### src/rtl/debug_probe_bank.sv
// debug_probe_bank: frame-strobed capture of CH_NUM probe channels, paged onto SLOT_NUM display slots.
// Defining DEBUG_PROBE_PEAK_EN adds a per-channel peak hold, which makes clr_btn and peak_view active.
module debug_probe_bank #(
  parameter int                IN_W      = 17,
  parameter int                SEQ_LEN   = 20,
  parameter int                CH_NUM    = 8,
  parameter int                SLOT_NUM  = 6,
  parameter int                PAGE_W    = 4,
  parameter logic [CH_NUM-1:0] SIGNED_CH = {CH_NUM{1'b1}}
) (
  input  logic                        sys_clk,
  input  logic                        sys_rst_n,
  input  logic [CH_NUM*IN_W-1:0]      probe_in,
  input  logic                        sample_tick,
  input  logic                        page_btn,
  input  logic                        freeze_btn,
  input  logic                        clr_btn,
  input  logic                        peak_view,
  output logic [SLOT_NUM*SEQ_LEN-1:0] seq_out,
  output logic [PAGE_W-1:0]           page_idx,
  output logic                        frozen,
  output logic                        update_pulse
);

  localparam int                PAGE_NUM  = (CH_NUM + SLOT_NUM - 1) / SLOT_NUM;
  localparam logic [PAGE_W-1:0] LAST_PAGE = PAGE_W'(PAGE_NUM - 1);

  generate
    if (SEQ_LEN < IN_W) begin : g_bad_seq_len
      $error("debug_probe_bank: SEQ_LEN must not be smaller than IN_W");
    end
    if (PAGE_NUM > (1 << PAGE_W)) begin : g_bad_page_w
      $error("debug_probe_bank: PAGE_W too narrow for the number of pages");
    end
  endgenerate

  typedef enum logic [1:0] {
    ST_LIVE   = 2'd0,
    ST_PEND   = 2'd1,
    ST_FROZEN = 2'd2
  } state_t;

  state_t                      r_state;
  state_t                      w_state_nxt;
  logic                        r_page_prev;
  logic                        r_frz_prev;
  logic                        w_page_edge;
  logic                        w_frz_edge;
  logic                        w_capture;
  logic                        w_view_reload;
  logic                        w_reload;
  logic [PAGE_W-1:0]           r_page;
  logic [PAGE_W-1:0]           w_page_nxt;
  logic [IN_W-1:0]             r_cap     [CH_NUM];
  logic [IN_W-1:0]             w_cap_nxt [CH_NUM];
  logic [IN_W-1:0]             w_view    [CH_NUM];
  logic [SLOT_NUM*SEQ_LEN-1:0] w_slots;
  logic [SLOT_NUM*SEQ_LEN-1:0] r_seq;
  logic                        r_pulse;
  logic                        r_frozen;

  function automatic logic [SEQ_LEN-1:0] extend(input logic [IN_W-1:0] v, input logic sgn);
    logic [SEQ_LEN-1:0] r;
    r           = {SEQ_LEN{sgn & v[IN_W-1]}};
    r[IN_W-1:0] = v;
    return r;
  endfunction

  assign w_page_edge = page_btn & ~r_page_prev;
  assign w_frz_edge  = freeze_btn & ~r_frz_prev;

  // Button history for edge detection
  always_ff @(posedge sys_clk or negedge sys_rst_n) begin
    if (!sys_rst_n) begin
      r_page_prev <= 1'b0;
      r_frz_prev  <= 1'b0;
    end else begin
      r_page_prev <= page_btn;
      r_frz_prev  <= freeze_btn;
    end
  end

  // Freeze FSM: PEND grabs exactly one more frame before locking the bank
  always_comb begin
    w_state_nxt = r_state;
    w_capture   = 1'b0;
    case (r_state)
      ST_LIVE: begin
        w_capture = sample_tick;
        if (w_frz_edge) w_state_nxt = ST_PEND;
        else            w_state_nxt = ST_LIVE;
      end
      ST_PEND: begin
        w_capture = sample_tick;
        if (w_frz_edge)       w_state_nxt = ST_LIVE;
        else if (sample_tick) w_state_nxt = ST_FROZEN;
        else                  w_state_nxt = ST_PEND;
      end
      ST_FROZEN: begin
        w_capture = 1'b0;
        if (w_frz_edge) w_state_nxt = ST_LIVE;
        else            w_state_nxt = ST_FROZEN;
      end
      default: begin
        w_capture   = 1'b0;
        w_state_nxt = ST_LIVE;
      end
    endcase
  end

  always_comb begin
    w_page_nxt = r_page;
    if (w_page_edge) begin
      if (r_page == LAST_PAGE) w_page_nxt = {PAGE_W{1'b0}};
      else                     w_page_nxt = r_page + PAGE_W'(1'b1);
    end else begin
      w_page_nxt = r_page;
    end
  end

  always_comb begin
    for (int c = 0; c < CH_NUM; c++) begin
      w_cap_nxt[c] = w_capture ? probe_in[c*IN_W +: IN_W] : r_cap[c];
    end
  end

  // State, page and capture bank
  always_ff @(posedge sys_clk or negedge sys_rst_n) begin
    if (!sys_rst_n) begin
      r_state <= ST_LIVE;
      r_page  <= {PAGE_W{1'b0}};
      for (int c = 0; c < CH_NUM; c++) r_cap[c] <= {IN_W{1'b0}};
    end else begin
      r_state <= w_state_nxt;
      r_page  <= w_page_nxt;
      for (int c = 0; c < CH_NUM; c++) r_cap[c] <= w_cap_nxt[c];
    end
  end

`ifdef DEBUG_PROBE_PEAK_EN
  logic            r_clr_prev;
  logic            r_view_prev;
  logic            w_clr_edge;
  logic [IN_W-1:0] r_peak      [CH_NUM];
  logic [IN_W-1:0] w_peak_base [CH_NUM];
  logic [IN_W-1:0] w_peak_nxt  [CH_NUM];

  function automatic logic [IN_W-1:0] peak_floor(input logic sgn);
    return {sgn, {(IN_W-1){1'b0}}};
  endfunction

  function automatic logic above(input logic [IN_W-1:0] a, input logic [IN_W-1:0] b, input logic sgn);
    return sgn ? ($signed(a) > $signed(b)) : (a > b);
  endfunction

  assign w_clr_edge    = clr_btn & ~r_clr_prev;
  assign w_view_reload = w_clr_edge | (peak_view ^ r_view_prev);

  // A clear that coincides with a capture restarts tracking from the new sample
  always_comb begin
    for (int c = 0; c < CH_NUM; c++) begin
      w_peak_base[c] = w_clr_edge ? peak_floor(SIGNED_CH[c]) : r_peak[c];
      w_peak_nxt[c]  = (w_capture && above(w_cap_nxt[c], w_peak_base[c], SIGNED_CH[c]))
                       ? w_cap_nxt[c] : w_peak_base[c];
      w_view[c]      = peak_view ? w_peak_nxt[c] : w_cap_nxt[c];
    end
  end

  always_ff @(posedge sys_clk or negedge sys_rst_n) begin
    if (!sys_rst_n) begin
      r_clr_prev  <= 1'b0;
      r_view_prev <= 1'b0;
      for (int c = 0; c < CH_NUM; c++) r_peak[c] <= peak_floor(SIGNED_CH[c]);
    end else begin
      r_clr_prev  <= clr_btn;
      r_view_prev <= peak_view;
      for (int c = 0; c < CH_NUM; c++) r_peak[c] <= w_peak_nxt[c];
    end
  end
`else
  logic w_unused_ok;
  assign w_unused_ok   = clr_btn ^ peak_view;
  assign w_view_reload = 1'b0;

  always_comb begin
    for (int c = 0; c < CH_NUM; c++) w_view[c] = w_cap_nxt[c];
  end
`endif

  assign w_reload = w_capture | w_page_edge | w_view_reload;

  // Slot s maps to channel page*SLOT_NUM+s; out-of-range slots stay zero
  always_comb begin
    w_slots = {(SLOT_NUM*SEQ_LEN){1'b0}};
    for (int s = 0; s < SLOT_NUM; s++) begin
      for (int c = 0; c < CH_NUM; c++) begin
        w_slots[s*SEQ_LEN +: SEQ_LEN] = w_slots[s*SEQ_LEN +: SEQ_LEN] |
          (((int'(w_page_nxt) * SLOT_NUM + s) == c) ? extend(w_view[c], SIGNED_CH[c])
                                                     : {SEQ_LEN{1'b0}});
      end
    end
  end

  always_ff @(posedge sys_clk or negedge sys_rst_n) begin
    if (!sys_rst_n) begin
      r_seq    <= {(SLOT_NUM*SEQ_LEN){1'b0}};
      r_pulse  <= 1'b0;
      r_frozen <= 1'b0;
    end else begin
      r_pulse  <= w_reload;
      r_frozen <= (w_state_nxt == ST_FROZEN);
      if (w_reload) r_seq <= w_slots;
      else          r_seq <= r_seq;
    end
  end

  assign seq_out      = r_seq;
  assign page_idx     = r_page;
  assign frozen       = r_frozen;
  assign update_pulse = r_pulse;

endmodule

### config.mk
export PLATFORM = sky130hd
export DESIGN_NAME = debug_probe_bank
export DESIGN_NICKNAME = d
export VERILOG_FILES = /design/src/rtl/debug_probe_bank.sv
export SDC_FILE = /design/constraint.sdc
export NUM_CORES = 1
export LEC_CHECK = 0
export BUFFER_PORTS_ARGS = -buffer_cell sky130_fd_sc_hd__buf_2
export CORE_MARGIN = 1.5
export CORE_UTILIZATION = 55
export CTS_CLUSTER_DIAMETER = 30
export DETAILED_ROUTE_END_ITERATION = 16
export PLACE_DENSITY = 0.81
export RECOVER_POWER = 50
export SLEW_MARGIN = 10
export SYNTH_ARGS = -nofsm -noshare
export SYNTH_HDL_FRONTEND = slang
export SYNTH_SLANG_ARGS = --single-unit
### constraint.sdc
create_clock -name sys_clk -period 4.7 [get_ports sys_clk]
set_input_delay 1.41 -clock sys_clk [delete_from_list [all_inputs] [get_ports sys_clk]]
set_output_delay 1.41 -clock sys_clk [all_outputs]
set_load 0.02 [all_outputs]
==> metrics list <==
- Drt initial violations: 977
- After detailed routing, the number of remaining DRC violations is 0.
- Cell at the root of the clock tree: clkbuf_16
* Die Span Y: 152 um
- Final Critical Period: 4220 ps
- IR analysis of the VDD net gives a maximum drop of 0.616 mV.
* Total placed cells including tap cells: 1672
- CP Data Arrival Time: 4670 ps
- Maximum fanout along the worst path: 21
* Remaining global-route overflow: 0
* Estimated wirelength of the detail-placed design: 24800 um
- The analysis attributes to cell leakage a power of 0.00797 uW.
- After clock tree synthesis, the clock-pin slew on the worst setup and hold paths is 50 ps.
- 269 I/O pins were placed.
- The number of pins with negative max-slew slack in the final report is 165.
* Syn Inst Count: 1182
* Largest area contributor in the synthesized netlist: dfrtp_1
- Summing every instance area after synthesis gives 0.0121 mm2.
- Ratio of routed vias to standard cells: 6.21
- The run finished, with violations left.
* Wire length of the first global-routing pass: 59700 um
- Of the total synthesized cell area, the portion taken by XOR and XNOR cells is 0.206%.
- Buffers placed on the I/O ports in this run total 266.
- Max Cap Violations: 2
* Biggest cell delay along the critical path: 600 ps
- CTS tree: built
* Worst reg2reg endpoint: seq_out[108]
* Synth Register Bits: 248
* Hold Path Class: flop to flop
- Setup total negative slack on the finished layout was measured at 0 ps.
- After synthesis, flip-flops and latches occupy 51.1% of the total area.
* Overall routed net length: 39600 um
- Once the floorplan was initialized, standard cells occupied 55.8% of the core.
- Derived from the worst setup path, the maximum achievable clock frequency is 237 MHz.
- Clock tree synthesis found a total of 248 sinks.
- Vias after detailed routing: 10900
* Number of endpoints with negative hold slack in the final report: 0
- Actual transition at the worst max-transition pin: 2760 ps
* Synthesis-to-layout area growth: 27.8%
- Final-stage net count: 1599
* Critical Path End Type: flop
* Via count of the first global-routing pass: 11100
- Initial antenna violation count: 2
* Final number of setup-violating endpoints: 0
* Die area: 0.0230 mm2
* Main combinational cell family by area after synthesis: compound AO/OA/AOI/OAI gates
- After synthesis, the cell types taking the most area are dfrtp_1 51%, mux2i_1 11%, o22ai_1 7.0%, inv_1 4.4%, nand2_1 3.7%.
- R2r worst-path depth: 15
- Portion of synthesized cell area occupied by the leading cell type: 51.1%
* Warnings from Yosys: 0
- In this run the standard cell core region covers 0.0218 mm2.
- Clock insertion delay at the later pin of the skew report: 540 ps
- In this run the worst setup path terminates at seq_out[108].
- Relative slew slack: -84.1%
- Counting the buffers created by CTS gives 48.
- Most frequent cells after synthesis: 248 x dfrtp_1, 141 x inv_1, 137 x mux2i_1, 136 x o22ai_1, 120 x nand2_1
- For this design, the CTS-stage hold fixing added 0 buffers.
- Average instance area after synthesis: 10.3 um2
- Compound-cell area share of the yosys netlist: 20.9%
- Count of buffers added by post-CTS timing repair for setup: 0
* Minimum hold slack: 463 ps
- Worst setup path category: input pin to flop
- Worst Path Buf+Inv: 4
- STA classifies the critical path startpoint as an input pin.
- Worst reg2reg startpoint: page_idx[0]
- Summing the areas of all fa, ha and maj instances in the mapped netlist gives 1.50% of the synthesized area.
- Number of rows in the core area: 54
- Crit path required time: 5150 ps
- Entering global routing, the biggest net connects 109 pins.
- Slowest stage cell, crit path: fa_1
- Simple-Gate Fraction of Synth Area: 6.02%
- Among cell families on the critical path, the largest total delay comes from adder cells.
- The synthesized netlist contains 43 unique library cells.
- The H-tree generated during clock tree synthesis spans 2 levels.
- Length of the first detailed-routing pass in iterations: 6
- The design draws 12200 uW.
- The critical path runs through a total of 15 cells.
- For this design the ratio of total power to cell area is 789 mW/mm2.
- The portion of synthesized area spent on multiplexers is 11.4%.
* Quantity of gates resized following cts: 0
- Startpoint of the worst setup timing path: page_btn
* Synth async-reset ratio: 100%
* Worst clock skew: 15.1 ps
- Counting instances, the worst hold path has a depth of 1.
- DR WL/cell: 22.4 um
- Number of nets still failing antenna checks after routing: 0
- Of the cells placed in the final design, the portion with a size suffix greater than 1 is 30.0%.
- In this run the horizontal extent of the chip is 152 um.
- Setup repair after global routing left no endpoint under its margin.
* Failing checks: capacitance limit, slew limit
* Number of nets produced by synthesis: 1339
- The synthesized design contains 0 enable-type register cells.
* Final worst path period share: 89.7%
* Leading cell type by number of instances after synthesis: dfrtp_1
- Critical Path, Cell by Cell: clkbuf_1, nand2b_1, nand2_1, o21a_1, inv_1, ha_1, fa_1, ha_1, a211oi_2, buf_4, nand2_2, buf_12, o22ai_1, o21ai_0, o21ai_0
- For this run, the leading register cell type out of synthesis is dfrtp_1.
* Final GP Congestion: 0.828
- Final cell count without fillers: 1762
- Counting along the longest clock path gives a buffer depth of 3.
- Register-to-register path setup slack: 570 ps
- Global routing consumed, over all layers together, 34.2% of the routing resources.
worst reg2reg max path: cells and delay by family, from the launching register on:
family / cells / cell delay, ps
simple gates: 3 / 740
fa+ha+maj: 4 / 1320
buf+inv: 3 / 500
flops: 1 / 520
compound gates: 5 / 950
where the power goes:
part / internal (uW) / switching, uW
Sequential: 2700 / 280
Combinational: 1860 / 3720
Clock: 2540 / 1140
Total: 7100 / 5140
flip-flops by register name (all words and copies together) (netlist names):
register      count
frozen            1
page_idx          4
r_cap           136
r_frz_prev        1
r_page_prev       1
r_state           2
seq_out         102
update_pulse      1
cell usage in the layout (no fill, tap or decap), drive strengths merged:
| cell type | n |
|---|---|
| a311o | 1 |
| and3 | 1 |
| nor4 | 1 |
| diode | 1 |
| mux2i | 137 |
| o31ai | 35 |
| bufinv | 9 |
| clkbuf | 68 |
| o211ai | 1 |
| o21a | 2 |
| inv | 146 |
| nand3b | 1 |
| a21o | 1 |
| nand3 | 9 |
| a21oi | 6 |
| a22oi | 42 |
| ha | 13 |
| o22ai | 136 |
| nor2b | 2 |
| nand2 | 120 |
| fa | 1 |
| nand2b | 2 |
| and2b | 1 |
| clkinvlp | 5 |
| a22o | 34 |
| nor2 | 38 |
| o21ai | 86 |
| nor3 | 1 |
| dfrtp | 248 |
| or3 | 1 |
| mux2 | 1 |
| buf | 305 |
| a221oi | 13 |
| clkinv | 10 |
| xor2 | 2 |
| or3b | 1 |
| a211oi | 1 |
cell families after synthesis:
| kind of cell | Yosys count |
|---|---|
| AOI/OAI and AO/OA | 358 |
| xor gates and xnor gates | 2 |
| adders and majority gates | 14 |
| buffers and inverters | 244 |
| DFF | 248 |
| muxes | 138 |
| and+or+nand+nor | 178 |
layout make-up:
type / count / area [um2]
repair buffers: 310 / 1750
multi-input cells: 690 / 4900
flip-flops and latches: 248 / 6210
clock buffers: 63 / 1370
fillers: 1513 / 6240
well taps: 280 / 350
clock inverters: 26 / 394
inverters: 144 / 541
diodes: 1 / 2.50
per-stage QoR:
step	setup slack [ps]	instance area [um2]	util, %
global placement	217	13800	63.4
finish	485	15500	71.3
detailed placement	158	13800	63.4
floorplan	298	12100	-
global route	267	15500	71.3
CTS	601	15600	71.5
worst min-delay path by stage:
stage	startpoint	endpoint
after floorplan	r_state[1]	r_state[0]
after global placement	seq_out[75]	seq_out[75]
after detailed placement	seq_out[75]	seq_out[75]
after CTS	seq_out[75]	seq_out[75]
after global routing	r_state[1]	r_state[0]
final	r_state[1]	r_state[0]
metal layers:
| metal | track usage [%] | vias up | routed length (um) |
|---|---|---|---|
| met2 | 55.8 | 721 | 18900 |
| met1 | 43.3 | 5359 | 14800 |
| met4 | 14.5 | 0 | 1380 |
| li1 | - | 4709 | - |
| met5 | 0 | - | 0 |
| met3 | 8.68 | 146 | 4470 |
Note: power is estimated with default switching activity, not from simulation.
